**src/rtl/ehl_fifo_warb.sv**
```systemverilog
// Burst-atomic round-robin write-port arbiter in front of an ehl_fifo_wc FIFO.
// Optional per-requester stall counters: define EHL_FIFO_WARB_STAT_EN.
module ehl_fifo_warb #(
  parameter int N_REQ     = 4,
  parameter int DW        = 32,
  parameter int LEN_W     = 4,
  parameter int CREDIT_W  = 6,
  parameter int FIFO_SIZE = 32
) (
  input  logic                  wclk,
  input  logic                  reset_n,
  input  logic [N_REQ-1:0]      req,
  input  logic [N_REQ*LEN_W-1:0] len,
  input  logic [N_REQ-1:0]      vld,
  input  logic [N_REQ*DW-1:0]   data,
  output logic [N_REQ-1:0]      gnt,
  output logic [N_REQ-1:0]      rdy,
  input  logic [CREDIT_W-1:0]   write_credit,
  input  logic                  w_full,
  output logic                  fifo_wr,
  output logic [DW-1:0]         fifo_wdata,
  output logic                  busy,
  output logic                  err_len
`ifdef EHL_FIFO_WARB_STAT_EN
  ,
  output logic [N_REQ*16-1:0]   stall_cnt
`endif
);

  localparam int PW = $clog2(N_REQ);
  localparam int CW = (CREDIT_W > LEN_W + 1) ? CREDIT_W : LEN_W + 1;
  localparam logic [31:0] FSZ = 32'(FIFO_SIZE);

  typedef enum logic {IDLE, BURST} state_t;

  state_t            state_q, state_d;
  logic [N_REQ-1:0]  gnt_q, gnt_d;
  logic [PW-1:0]     own_q, own_d;
  logic [PW-1:0]     rr_q, rr_d;
  logic [LEN_W-1:0]  cnt_q, cnt_d;
  logic              err_q, err_d;

  logic [LEN_W-1:0]  len_a [N_REQ];
  logic [DW-1:0]     data_a [N_REQ];

  always_comb begin
    for (int i = 0; i < N_REQ; i++) begin
      len_a[i]  = len[i*LEN_W +: LEN_W];
      data_a[i] = data[i*DW +: DW];
    end
  end

  // first requester at or after rr_q, wrapping at N_REQ
  logic          found;
  logic [PW-1:0] win;
  logic [PW-1:0] idx;
  int            scan_j;

  always_comb begin
    found  = 1'b0;
    win    = '0;
    idx    = '0;
    scan_j = 0;
    for (int k = 0; k < N_REQ; k++) begin
      scan_j = int'(rr_q) + k;
      if (scan_j >= N_REQ) scan_j = scan_j - N_REQ;
      idx = PW'(scan_j);
      if (!found && req[idx]) begin
        found = 1'b1;
        win   = idx;
      end
    end
  end

  logic [LEN_W-1:0] win_len, eff_len;
  logic             too_long, credit_ok;
  logic [PW-1:0]    rr_nxt;

  assign win_len   = len_a[win];
  assign eff_len   = (win_len == '0) ? LEN_W'(1) : win_len;
  assign too_long  = 32'(eff_len) > FSZ;
  assign credit_ok = CW'(eff_len) <= CW'(write_credit);
  assign rr_nxt    = (win == PW'(N_REQ - 1)) ? '0 : win + PW'(1);

  assign busy       = (state_q == BURST);
  assign gnt        = gnt_q;
  assign rdy        = w_full ? '0 : gnt_q;
  assign fifo_wr    = |(vld & rdy);
  assign fifo_wdata = busy ? data_a[own_q] : '0;
  assign err_len    = err_q;

  always_comb begin
    state_d = state_q;
    gnt_d   = gnt_q;
    own_d   = own_q;
    rr_d    = rr_q;
    cnt_d   = cnt_q;
    err_d   = 1'b0;
    unique case (state_q)
      IDLE: begin
        if (found) begin
          if (too_long) begin
            err_d = 1'b1;
            rr_d  = rr_nxt;
          end else if (credit_ok) begin
            state_d    = BURST;
            gnt_d      = '0;
            gnt_d[win] = 1'b1;
            own_d      = win;
            cnt_d      = eff_len;
            rr_d       = rr_nxt;
          end
        end
      end
      BURST: begin
        if (fifo_wr) begin
          cnt_d = cnt_q - LEN_W'(1);
          if (cnt_q == LEN_W'(1)) begin
            state_d = IDLE;
            gnt_d   = '0;
          end
        end
      end
      default: state_d = IDLE;
    endcase
  end

  always_ff @(posedge wclk or negedge reset_n) begin
    if (!reset_n) begin
      state_q <= IDLE;
      gnt_q   <= '0;
      own_q   <= '0;
      rr_q    <= '0;
      cnt_q   <= '0;
      err_q   <= 1'b0;
    end else begin
      state_q <= state_d;
      gnt_q   <= gnt_d;
      own_q   <= own_d;
      rr_q    <= rr_d;
      cnt_q   <= cnt_d;
      err_q   <= err_d;
    end
  end

`ifdef EHL_FIFO_WARB_STAT_EN
  logic [15:0] stall_q [N_REQ];

  for (genvar g = 0; g < N_REQ; g++) begin : g_stat
    always_ff @(posedge wclk or negedge reset_n) begin
      if (!reset_n) begin
        stall_q[g] <= '0;
      end else if (req[g] && !gnt_q[g] && stall_q[g] != 16'hFFFF) begin
        stall_q[g] <= stall_q[g] + 16'd1;
      end
    end
    assign stall_cnt[g*16 +: 16] = stall_q[g];
  end
`endif

endmodule
```
**config.mk**
```make
export PLATFORM = sky130hd
export DESIGN_NAME = ehl_fifo_warb
export DESIGN_NICKNAME = d
export VERILOG_FILES = /design/src/rtl/ehl_fifo_warb.sv
export SDC_FILE = /design/constraint.sdc
export NUM_CORES = 1
export LEC_CHECK = 0
export ABC_AREA = 1
export BUFFER_PORTS_ARGS = -buffer_cell sky130_fd_sc_hd__buf_2
export CORE_MARGIN = 5
export CORE_UTILIZATION = 40
export DETAILED_ROUTE_END_ITERATION = 10
export GPL_TIMING_DRIVEN = 0
export PLACE_DENSITY = 0.87
export REMOVE_ABC_BUFFERS = 1
export SLEW_MARGIN = 30
export SYNTH_ARGS = -nofsm -noshare
export SYNTH_HDL_FRONTEND = slang
export SYNTH_SLANG_ARGS = --single-unit
```
**constraint.sdc**
```tcl
create_clock -name wclk -period 3.2 [get_ports wclk]
set_input_delay 0.64 -clock wclk [delete_from_list [all_inputs] [get_ports wclk]]
set_output_delay 0.64 -clock wclk [all_outputs]
set_load 0.02 [all_outputs]
```
==> Word level (Yosys, flattened, before mapping) <==
Cells that the tools add are included.
{ "classes": {"n_addsub": 9, "n_mul": 0, "div": 0, "order_cmp": 13, "eq_ne": 6, "shift": 0, "n_mux": 46, "bitwise": 4, "reduce_logical": 12} }
{ "ops": {"columns": ["op", "n"], "rows": [
  ["two-way mux 32 bit", 3],
  ["binary-select mux 32 bit (select 2 bit)", 1],
  ["two-way mux 4 bit", 11],
  ["two-way mux 2 bit", 9],
  ["case mux 4 bit (2 select lines)", 2],
  ["greater-or-equal comparator 3 bit, second input constant", 5],
  ["< comparator 2 x 3 -> 1 bit, second input constant", 5],
  ["two-way mux 1 bit", 13],
  ["binary-select mux 1 bit (select 2 bit)", 4],
  ["binary-select mux 4 bit (select 2 bit)", 1],
  ["subtractor 2 x 1 -> 2 bit, second input constant", 4],
  ["adder 2 x 2 -> 3 bit, second input constant", 2],
  ["<= comparator 4 x 6 -> 1 bit", 1],
  ["!= test 2 bit, second input constant", 3],
  ["NOT 2 -> 3 bit", 2],
  ["AND reduction 3 bit", 2],
  ["AND 4 bit", 1],
  ["equality test 4 x 1 -> 1 bit, second input constant", 1],
  ["logical AND 1 bit", 4],
  ["logical NOT 4 bit", 1],
  ["AND reduction 4 bit", 1],
  ["OR reduction 4 bit", 1],
  ["subtractor 4 x 1 -> 4 bit, second input constant", 1],
  ["adder 2 x 1 -> 3 bit, second input constant", 1],
  ["other kinds (9)", 11]
]} }
{ "word_totals": {"register_bits": 13, "latchBits": 0, "mem_bits_rw": 0, "romBits": 0, "output_inout_bits": 43, "elab_cells": 95, "memories": 0} }

==> Longest topological paths before layout <==
Gate-level depths: netlist (run 1).
{ "logic_depth": {"depth_word": 24, "ltp_mapped": 25, "ltp_nobuf": 24} }

==> Worst setup path after synthesis (run 1) <==
OpenSTA, ideal clock, no wires.
{ "synth_timing": {"path_kind": "input to register", "start": "input port req[1]", "end": "register cnt_q[2]", "setup_time_ps": 82, "arrival_time_ps": 2808, "setup_slack_ps": 309, "path_stages": 21, "path_buffers": 0, "cell_sequence": "inv_1 nand2_1 nand3_1 nand2_2 nor2_4 nand3_1 nand3_2 nand2_4 clkinv_4 nand3_2 nand2_1 nand3_2 nand2_2 inv_1 ha_1 nand4_1 a31oi_1 nand2_2 o21ai_1 o21ai_0 o22ai_1"} }
{ "synth_between": {"elab_chain_cells": 21} }
{ "synth_rtl": {"columns": ["item", "line", "text"], "rows": [
  ["start, declared", "12", "input logic [N_REQ-1:0] req,"],
  ["binary-select mux 1 bit (select 2 bit)", "68", "if (!found && req[idx]) begin"],
  ["two-way mux 1 bit (implied by the code)", "68", null],
  ["two-way mux 1 bit", "68", null],
  ["logical NOT 1 bit", "68", null],
  ["logical AND 1 bit", "68", null],
  ["two-way mux 1 bit", "68", null],
  ["logical NOT 1 bit", "68", null],
  ["logical AND 1 bit", "68", null],
  ["[4 not listed]", null, null],
  ["net win[1]", "55", "logic [PW-1:0] win;"],
  ["NOT 2 -> 3 bit (implied by the code) (*)", "79", "assign win_len = len_a[win];"],
  ["binary-select mux 4 bit (select 2 bit) (*)", "79", null],
  ["two-way mux 4 bit (implied by the code) (*) (2 in a row)", "79", null],
  ["logical NOT 4 bit", "80", "assign eff_len = (win_len == '0) ? LEN_W'(1) : win_len;"],
  ["two-way mux 4 bit (*)", "80", null],
  ["<= comparator 4 x 6 -> 1 bit / two-way mux 4 bit (equally long branches)", "82, 105", null],
  ["!= test 2 bit (no source line) / two-way mux 4 bit (equally long branches)", null, null],
  ["AND reduction 3 bit (no source line) / case mux 4 bit (2 select lines) (equally long branches)", null, null],
  ["end signal, assigned", "141", "cnt_q <= cnt_d;"],
  ["end, declared", "40", "logic [LEN_W-1:0] cnt_q, cnt_d;"]
]} }
The timed path passes the listed nets; every way through them passes the cells marked *. The select of a mux whose other input is x is not followed.
A chain may end at the register's enable or synchronous reset.

==> Final worst setup path (run 1) <==
{ "layout_timing": {"start": "register rr_q[0]", "end": "register own_q[0]"} }
{ "layout_between": {"elab_chain_cells": 22} }
{ "layout_rtl": {"columns": ["item", "line", "text"], "rows": [
  ["start, declared", "39", "logic [PW-1:0] rr_q, rr_d;"],
  ["start signal, assigned", "140", "rr_q <= rr_d;"],
  ["parallel branches: the longest is 22 deep, another holds adder 2 x 1 -> 3 bit", null, null],
  ["end signal, assigned", "139", "own_q <= own_d;"],
  ["end, declared", "38", "logic [PW-1:0] own_q, own_d;"]
]} }
Several ways; the timed one is not identified. The select of a mux whose other input is x is not followed.

==> metrics, run 1 <==
outcome=finished clean; Vias/cell=5.294; # DRC=0; Final Core Density=65.22%; antenna violations before repair=2; Worst EP required=about 3.3 ns; routed len/inst=about 16 um; die height=87.38 um; H-tree levels=1; Mapped Cells=~450; CTS Buf Count=3; Fmax=0.3134 GHz; first-pass GRT wire length=15,080 um; DRT Wirelength=between 10,000 and 15,000 um; Setup Skew=about 0.0027 ns; worst min path class=primary input to async pin; Crit Path Max Fanout=7; Fill cells=between 500 and 600; Die ar.=about 7600 um2; Overflow after GRT=0; share of layout cells above drive strength 1=a little under half; worst-path cell chain=buf_12 > clkinv_8 > nand2_4 > nand2_4 > nand2_4 > nand2_2 > nor2_4 > buf_4 > nand3_2 > nand4_1 > nand3_2 > nand2_2 > nand3_2 > nand2_2 > inv_1 > ha_2 > nand4_1 > a31oi_4 > nand2_4 > buf_6 > nor2_1 > a21oi_1; Min Hold Slack=roughly 0.27 ns; DP HPWL=roughly 8200 um; Worst-Skew Late Latency=0.25 ns; fin nets=816; PD cells=around 1100 nW/um2; vias in the first global route=approximately 3,300; top cell family by delay on the critical path=simple AND/OR/NAND/NOR gates; crit path capture type=flip-flop; Post-DRT Antenna Nets=0; Worst EP arrival=about 3.3 ns; initial core utilization=around two fifths; I/O Buffers=slightly above 200; Core Region=5886 um2; Worst-path clk slew=roughly 0.060 ns; MaxCap Viol Count=0; Setup Viol. Count Final=0; width of the die=roughly 87 um; Syn Std Cell Area=roughly 2400 um2; Hold Vio Cnt, Final=0; GP Congestion=0.8880; Tcrit/Tclk final=99.70%; DP Cell Count=~700; post-layout min period=3.190 ns; Largest stage delay, worst path=roughly 0.40 ns; CP Class=flip-flop to flip-flop; 1st-iter DRT viols=about 180; drt pass-1 iters=5; total I/O pin count=around 200; clock buffer depth=2; Yosys top cell by area=nor2_1; critical path startpoint category=flip-flop; Multi-input gate area=between 2000 and 2500 um2; Synth Area per Inst=between 5 and 6 um2; Reg area=between 300 and 400 um2; Cell Count, Final, Fillers Out=between 700 and 800; fin. max-slew vios=0; CP max stage cell=dfrtp_2; pin count of the biggest net entering global routing=66; Area contributors post-synth=nor2_1 22%, o21ai_0 15%, dfrtp_1 14%, nand2_1 8.6%, a21oi_1 7.3%; final worst slack=around 0.0096 ns; leak pwr=~2.0 nW; worst-margin pin slew=0.7245 ns; area fraction of the dominant cell type after synthesis=21.63%; CTS tree=yes; total of warnings raised by yosys=0; vias post-DR=about 3,800; DP Worst Slack=-0.2597 ns; sequential area share after synthesis=13.58%; Worst path most repeated cell=nand2_4; CP bufs+invs=5; Sink Count=13; setup TNS=0 ns; Cell Rows=28; P&R area growth vs syn=60.29%; #FFs+latches synth=13; VDD IR max=a little under 0.9 mV; count of different cell masters after synthesis=32; Root Driver=clkbuf_8; slew margin rel.=51.63%; Global Route Usage Sum=approximately a quarter
[registers in the layout (all words and copies together), names as in the netlist]
| signal | flops |
|---|---|
| own_q | 2 |
| rr_q | 2 |
| cnt_q | 4 |
| busy | 1 |
| gnt | 4 |
[area by class of cell]
type	count	share of cell area [%]
antenna	1	0.06519
clock buffer	4	1.173
timing repair inverter	1	0.2282
sequential	13	8.670
inverter	32	3.781
multi-input combinational	375	53.23
tap	75	2.445
timing repair buffer	219	30.41
[path summary, 6_finish.rpt]
check	start	to	slack, ns	cells past startpoint
max in group asynchronous	reset_n	own_q[0]	2.67	1
setup / recovery	rr_q[0]	own_q[0]	0.01	22
hold / removal	reset_n	busy	0.27	1
setup reg to reg	rr_q[0]	own_q[0]	0.01	22
hold reg to reg	gnt[1]	gnt[1]	0.57	2
min in group wclk	gnt[1]	gnt[1]	0.57	2
[layout by cell type (no fill, tap or decap), types with 14 or more instances in the layout]
cell and count:
nand2_2 25, a21oi_1 34, nand3_2 14, buf_4 14, nor2_1 138, o21ai_0 72
buf_2 202, inv_1 19, nand2_1 37
[logic make-up after synthesis]
logic type	share of synthesized area, %
adder cells (fa/ha/maj)	5.225
buffers and inverters	10.40
AND/OR/NAND/NOR	45.04
other	0.1566
AO/OA/AOI/OAI	25.24
XOR/XNOR	0.3658
flip-flops	13.58
[per-stage QoR]
step | power (mW) | area, um2
after global placement | 3.284 | 3383
after global routing | 4.653 | 3839
final | 4.307 | 3839
after CTS | 3.578 | 3458
after floorplan | 2.502 | 2278
after detailed placement | 3.413 | 3408
[cells in the mapped netlist]
cell / n
nand2_2: 14
nand2_4: 2
dfrtp_1: 13
nand2_1: 55
o31ai_1: 1
clkbuf_1: 21
ha_1: 10
nand3_4: 2
o21bai_1: 1
nor2_4: 1
o22ai_1: 2
o21ai_1: 2
inv_2: 6
nor2_2: 1
nor2_1: 138
nor3_1: 3
inv_1: 24
nand3_2: 6
a31oi_1: 2
o21ai_0: 74
conb_1: 1
buf_1: 3
nand3_1: 12
or2_2: 1
inv_8: 1
xor2_1: 1
clkinv_4: 1
buf_4: 2
buf_6: 1
nand4_1: 8
a21oi_2: 1
a21oi_1: 35
[report_power, final]
part	leakage, nW	internal, mW	total (mW)	switching [mW]
Combinational	1.85	1.39	3.69	2.30
Clock	0.0228	0.0883	0.153	0.0644
Sequential	0.153	0.241	0.466	0.225
[worst reg2reg max path, stage by stage (launching register included)]
cell and delay [ns]:
dfrtp_2 0.40, buf_12 0.14, clkinv_8 0.07, nand2_4 0.07
nand2_4 0.08, nand2_4 0.07, nand2_2 0.06, nor2_4 0.20
buf_4 0.16, nand3_2 0.11, nand4_1 0.14, nand3_2 0.09
nand2_2 0.09, nand3_2 0.10, nand2_2 0.09, inv_1 0.04
ha_2 0.31, nand4_1 0.13, a31oi_4 0.18, nand2_4 0.13
buf_6 0.14, nor2_1 0.16, a21oi_1 0.10
[timing repair]
action / in CTS / in global routing
cloned: 0 / 3
buffers inserted: 0 / 16
setup endpoints to repair: 4 / 11
pin swaps: 0 / 23
hold buffers: 0 / 0
resized for setup: 2 / 56
[metal layers]
layer | up-vias | wire length (um) | GRT usage [%]
li1 | 1861 | - | -
met1 | 1700 | 3973 | 27.67
met2 | 204 | 5511 | 42.53
met3 | 45 | 1209 | 5.771
met4 | 2 | 589 | 10.04
met5 | - | 12 | 0
No activity file was read; power rests on OpenSTA's default activity.
==> run 2, diff against run 1 <==
--- a/config.mk
+++ b/config.mk
@@ -5,13 +5,13 @@
 export SDC_FILE = /design/constraint.sdc
 export NUM_CORES = 1
 export LEC_CHECK = 0
-export ABC_AREA = 1
+export ABC_AREA = 0
 export BUFFER_PORTS_ARGS = -buffer_cell sky130_fd_sc_hd__buf_2
 export CORE_MARGIN = 5
-export CORE_UTILIZATION = 40
+export CORE_UTILIZATION = 37
 export DETAILED_ROUTE_END_ITERATION = 10
 export GPL_TIMING_DRIVEN = 0
-export PLACE_DENSITY = 0.87
+export PLACE_DENSITY = 0.86
 export REMOVE_ABC_BUFFERS = 1
 export SLEW_MARGIN = 30
 export SYNTH_ARGS = -nofsm -noshare
==> run 2 against run 1 <==
  * The flow now finishes with violations (setup timing)
  * Sequential power fell by 65%
  * Critical path depth fell by 8
  * Clock-buffer cell count did not move
  * Final cell count fell by 33%
  * Via count fell by 30%
  * Non-clock buffer count fell by 6
  * First-iteration DRC count fell by 51%
  * Fmax fell by 3.6%
  * Flip-flop and latch count did not move
  * Clock skew fell by 0.00079 ns
  * Combinational power fell by 92%
  * Largest power group unchanged
  * Highest routed layer is now met4
==> metrics, run 2 <==
Worst-path clk slew=approximately 0.060 ns; CTS Buf Count=3; 1st-iter DRT viols=88; antenna violations before repair=2; P&R area growth vs syn=63.40%; leak pwr=approximately 1.6 nW; Mapped Cells=202; Min Hold Slack=between 0.2 and 0.3 ns; sequential area share after synthesis=15.55%; #FFs+latches synth=13; critical path startpoint category=flip-flop; main combinational cell family by area after synthesis=multiplexers; commonest non-fill, non-tap cell in the layout=buf_2; Cell Rows=27; total power=0.6077 mW; Crit Path Max Fanout=8; VDD IR max=0.1398 mV; CP Class=flip-flop to flip-flop; post-layout min period=3.311 ns; first-pass GRT wire length=~14,000 um; width of the die=85.20 um; post-synthesis compound-gate area fraction=16.57%; Worst-Skew Late Latency=roughly 0.25 ns; Setup Viol. Count Final=7; Die ar.=between 7000 and 8000 um2; Overflow after GRT=0; Worst EP required=approximately 3.4 ns; I/O Buffers=202; PD cells=about 180 nW/um2; crit path capture type=flip-flop; clock buffer depth=2; total I/O pin count=between 200 and 250; DRT Wirelength=between 10,000 and 15,000 um; RSZ-0062 raised after global routing=yes; worst min path class=primary input to async pin; Hold Vio Cnt, Final=0; Cell Count, Final, Fillers Out=between 400 and 500; Root Driver=clkbuf_8; EDFF count, synth=0; Post-DRT Antenna Nets=0; final worst slack=-0.1105 ns; Core Region=5507 um2; total of warnings raised by yosys=0; DP HPWL=between 8000 and 9000 um; Synth Area in Simple Gates=a little under a fifth; Vias/cell=between 5 and 6; Fmax=0.3021 GHz; initial core utilization=between 30% and 40%; mux contribution to synthesized area=roughly 37%; Tcrit/Tclk final=103.5%; area fraction of the dominant cell type after synthesis=about a third; Area contributors post-synth=mux4_2 34%, dfrtp_1 16%, and2_1 9.9%, ha_1 6.0%, o21ai_0 2.6%; fin. max-slew vios=0; outcome=complete, but fails checks; failing checks=setup timing; GP Congestion=0.9218; share of layout cells above drive strength 1=between 60% and 70%; top_reg_cell synth=dfrtp_1; vias in the first global route=between 2,000 and 3,000; Syn Std Cell Area=between 2000 and 2500 um2; pin count of the biggest net entering global routing=39; Yosys top cell by area=mux4_2; worst-margin pin slew=0.7196 ns; Global Route Usage Sum=between 20% and 30%; fin nets=577; H-tree levels=1; count of different cell masters after synthesis=45; die height=85.20 um; MaxCap Viol Count=0; top-count cell post-synth=and2_1; Post-synth ARST share=100.0%; most frequent cells in the layout=200 x buf_2, 32 x mux4_2, 32 x and2_1, 10 x inv_1, 10 x ha_1; vias post-DR=around 2,700; Synth Area per Inst=approximately 10 um2; post-synthesis xor/xnor area fraction=0.4187%; routed len/inst=roughly 21 um; drt pass-1 iters=4; CTS tree=yes; DP Worst Slack=-0.4453 ns; Worst EP arrival=about 3.5 ns; slew margin rel.=52.03%; Hold-fix buffers, CTS=0; Setup Skew=about 0.0019 ns; Sink Count=13; Post-Synth Adder-Cell Area=5.981%; Post-synth top cells=33 x and2_1, 32 x mux4_2, 13 x dfrtp_1; # DRC=0; DP Cell Count=461
==> run 2: kinds of logic (layout without fill, tap and decap cells) <==
logic type	Yosys count	after routing
and+or+nand+nor	64	65
AOI/OAI and AO/OA	46	46
muxes	38	38
buffers and inverters	29	231
DFF	13	13
adders and majority gates	10	10
other	1	3
xor gates and xnor gates	1	1
==> run 2: area by class of cell <==
| cell class | instances | area (um2) |
|---|---|---|
| fillers | 478 | 2088 |
| flip-flops and latches | 13 | 332.8 |
| multi-input cells | 161 | 1777 |
| clock buffers | 4 | 45.04 |
| diodes | 2 | 5.005 |
| well taps | 72 | 90.09 |
| repair buffers | 213 | 1106 |
| inverters | 14 | 62.56 |
==> run 2: final timing paths <==
check	start	to	slack, ns	depth (start not counted)
min in group wclk	gnt[0]	gnt[0]	0.56	1
setup reg to reg	rr_q[1]	gnt[2]	-0.11	14
hold / removal	reset_n	gnt[0]	0.27	1
max in group asynchronous	reset_n	own_q[0]	2.68	1
hold reg to reg	gnt[0]	gnt[0]	0.56	1
setup / recovery	rr_q[1]	gnt[2]	-0.11	14
==> run 2: layer usage <==
| metal | vias up | wire [um] | global-route usage (%) |
|---|---|---|---|
| met4 | 0 | 431 | 11.08 |
| li1 | 1192 | - | - |
| met5 | - | 0 | 0 |
| met3 | 27 | 832 | 5.146 |
| met1 | 1274 | 3494 | 28.48 |
| met2 | 159 | 5485 | 47.46 |
==> run 2: power by group <==
part           total (mW)  internal (mW)  switching (mW)
registers           0.164          0.164               0
clock network       0.149         0.0881          0.0607
logic               0.294          0.158           0.137
==> run 2: worst max-delay path: stages (launching register included) <==
cell	delay (ns)
dfrtp_2	0.45
mux2i_4	0.28
o22ai_4	0.11
nor2_4	0.17
inv_6	0.08
mux2i_1	0.13
mux2_4	0.30
a32oi_2	0.20
ha_1	0.25
and4_1	0.18
nor3_2	0.22
o211ai_1	0.22
and2_4	0.25
a41oi_4	0.22
a22o_1	0.17
==> run 2: repair_timing <==
item / CTS / global route
endpoints found under the setup margin: 12 / 13
setup buffers: 3 / 8
cloned: 0 / 1
gates resized for setup: 9 / 26
pin swaps: 3 / 16
==> run 2: per-stage QoR <==
step                      instance area [um2]  util, %  setup TNS (ns)
final                                    3418    62.08         -0.5070
after global routing                     3418    62.08          -2.585
after CTS                                3234    58.74               0
after detailed placement                 3134    56.92          -4.580
after global placement                   3128    56.81          -7.025
after floorplan                          2027        -               0
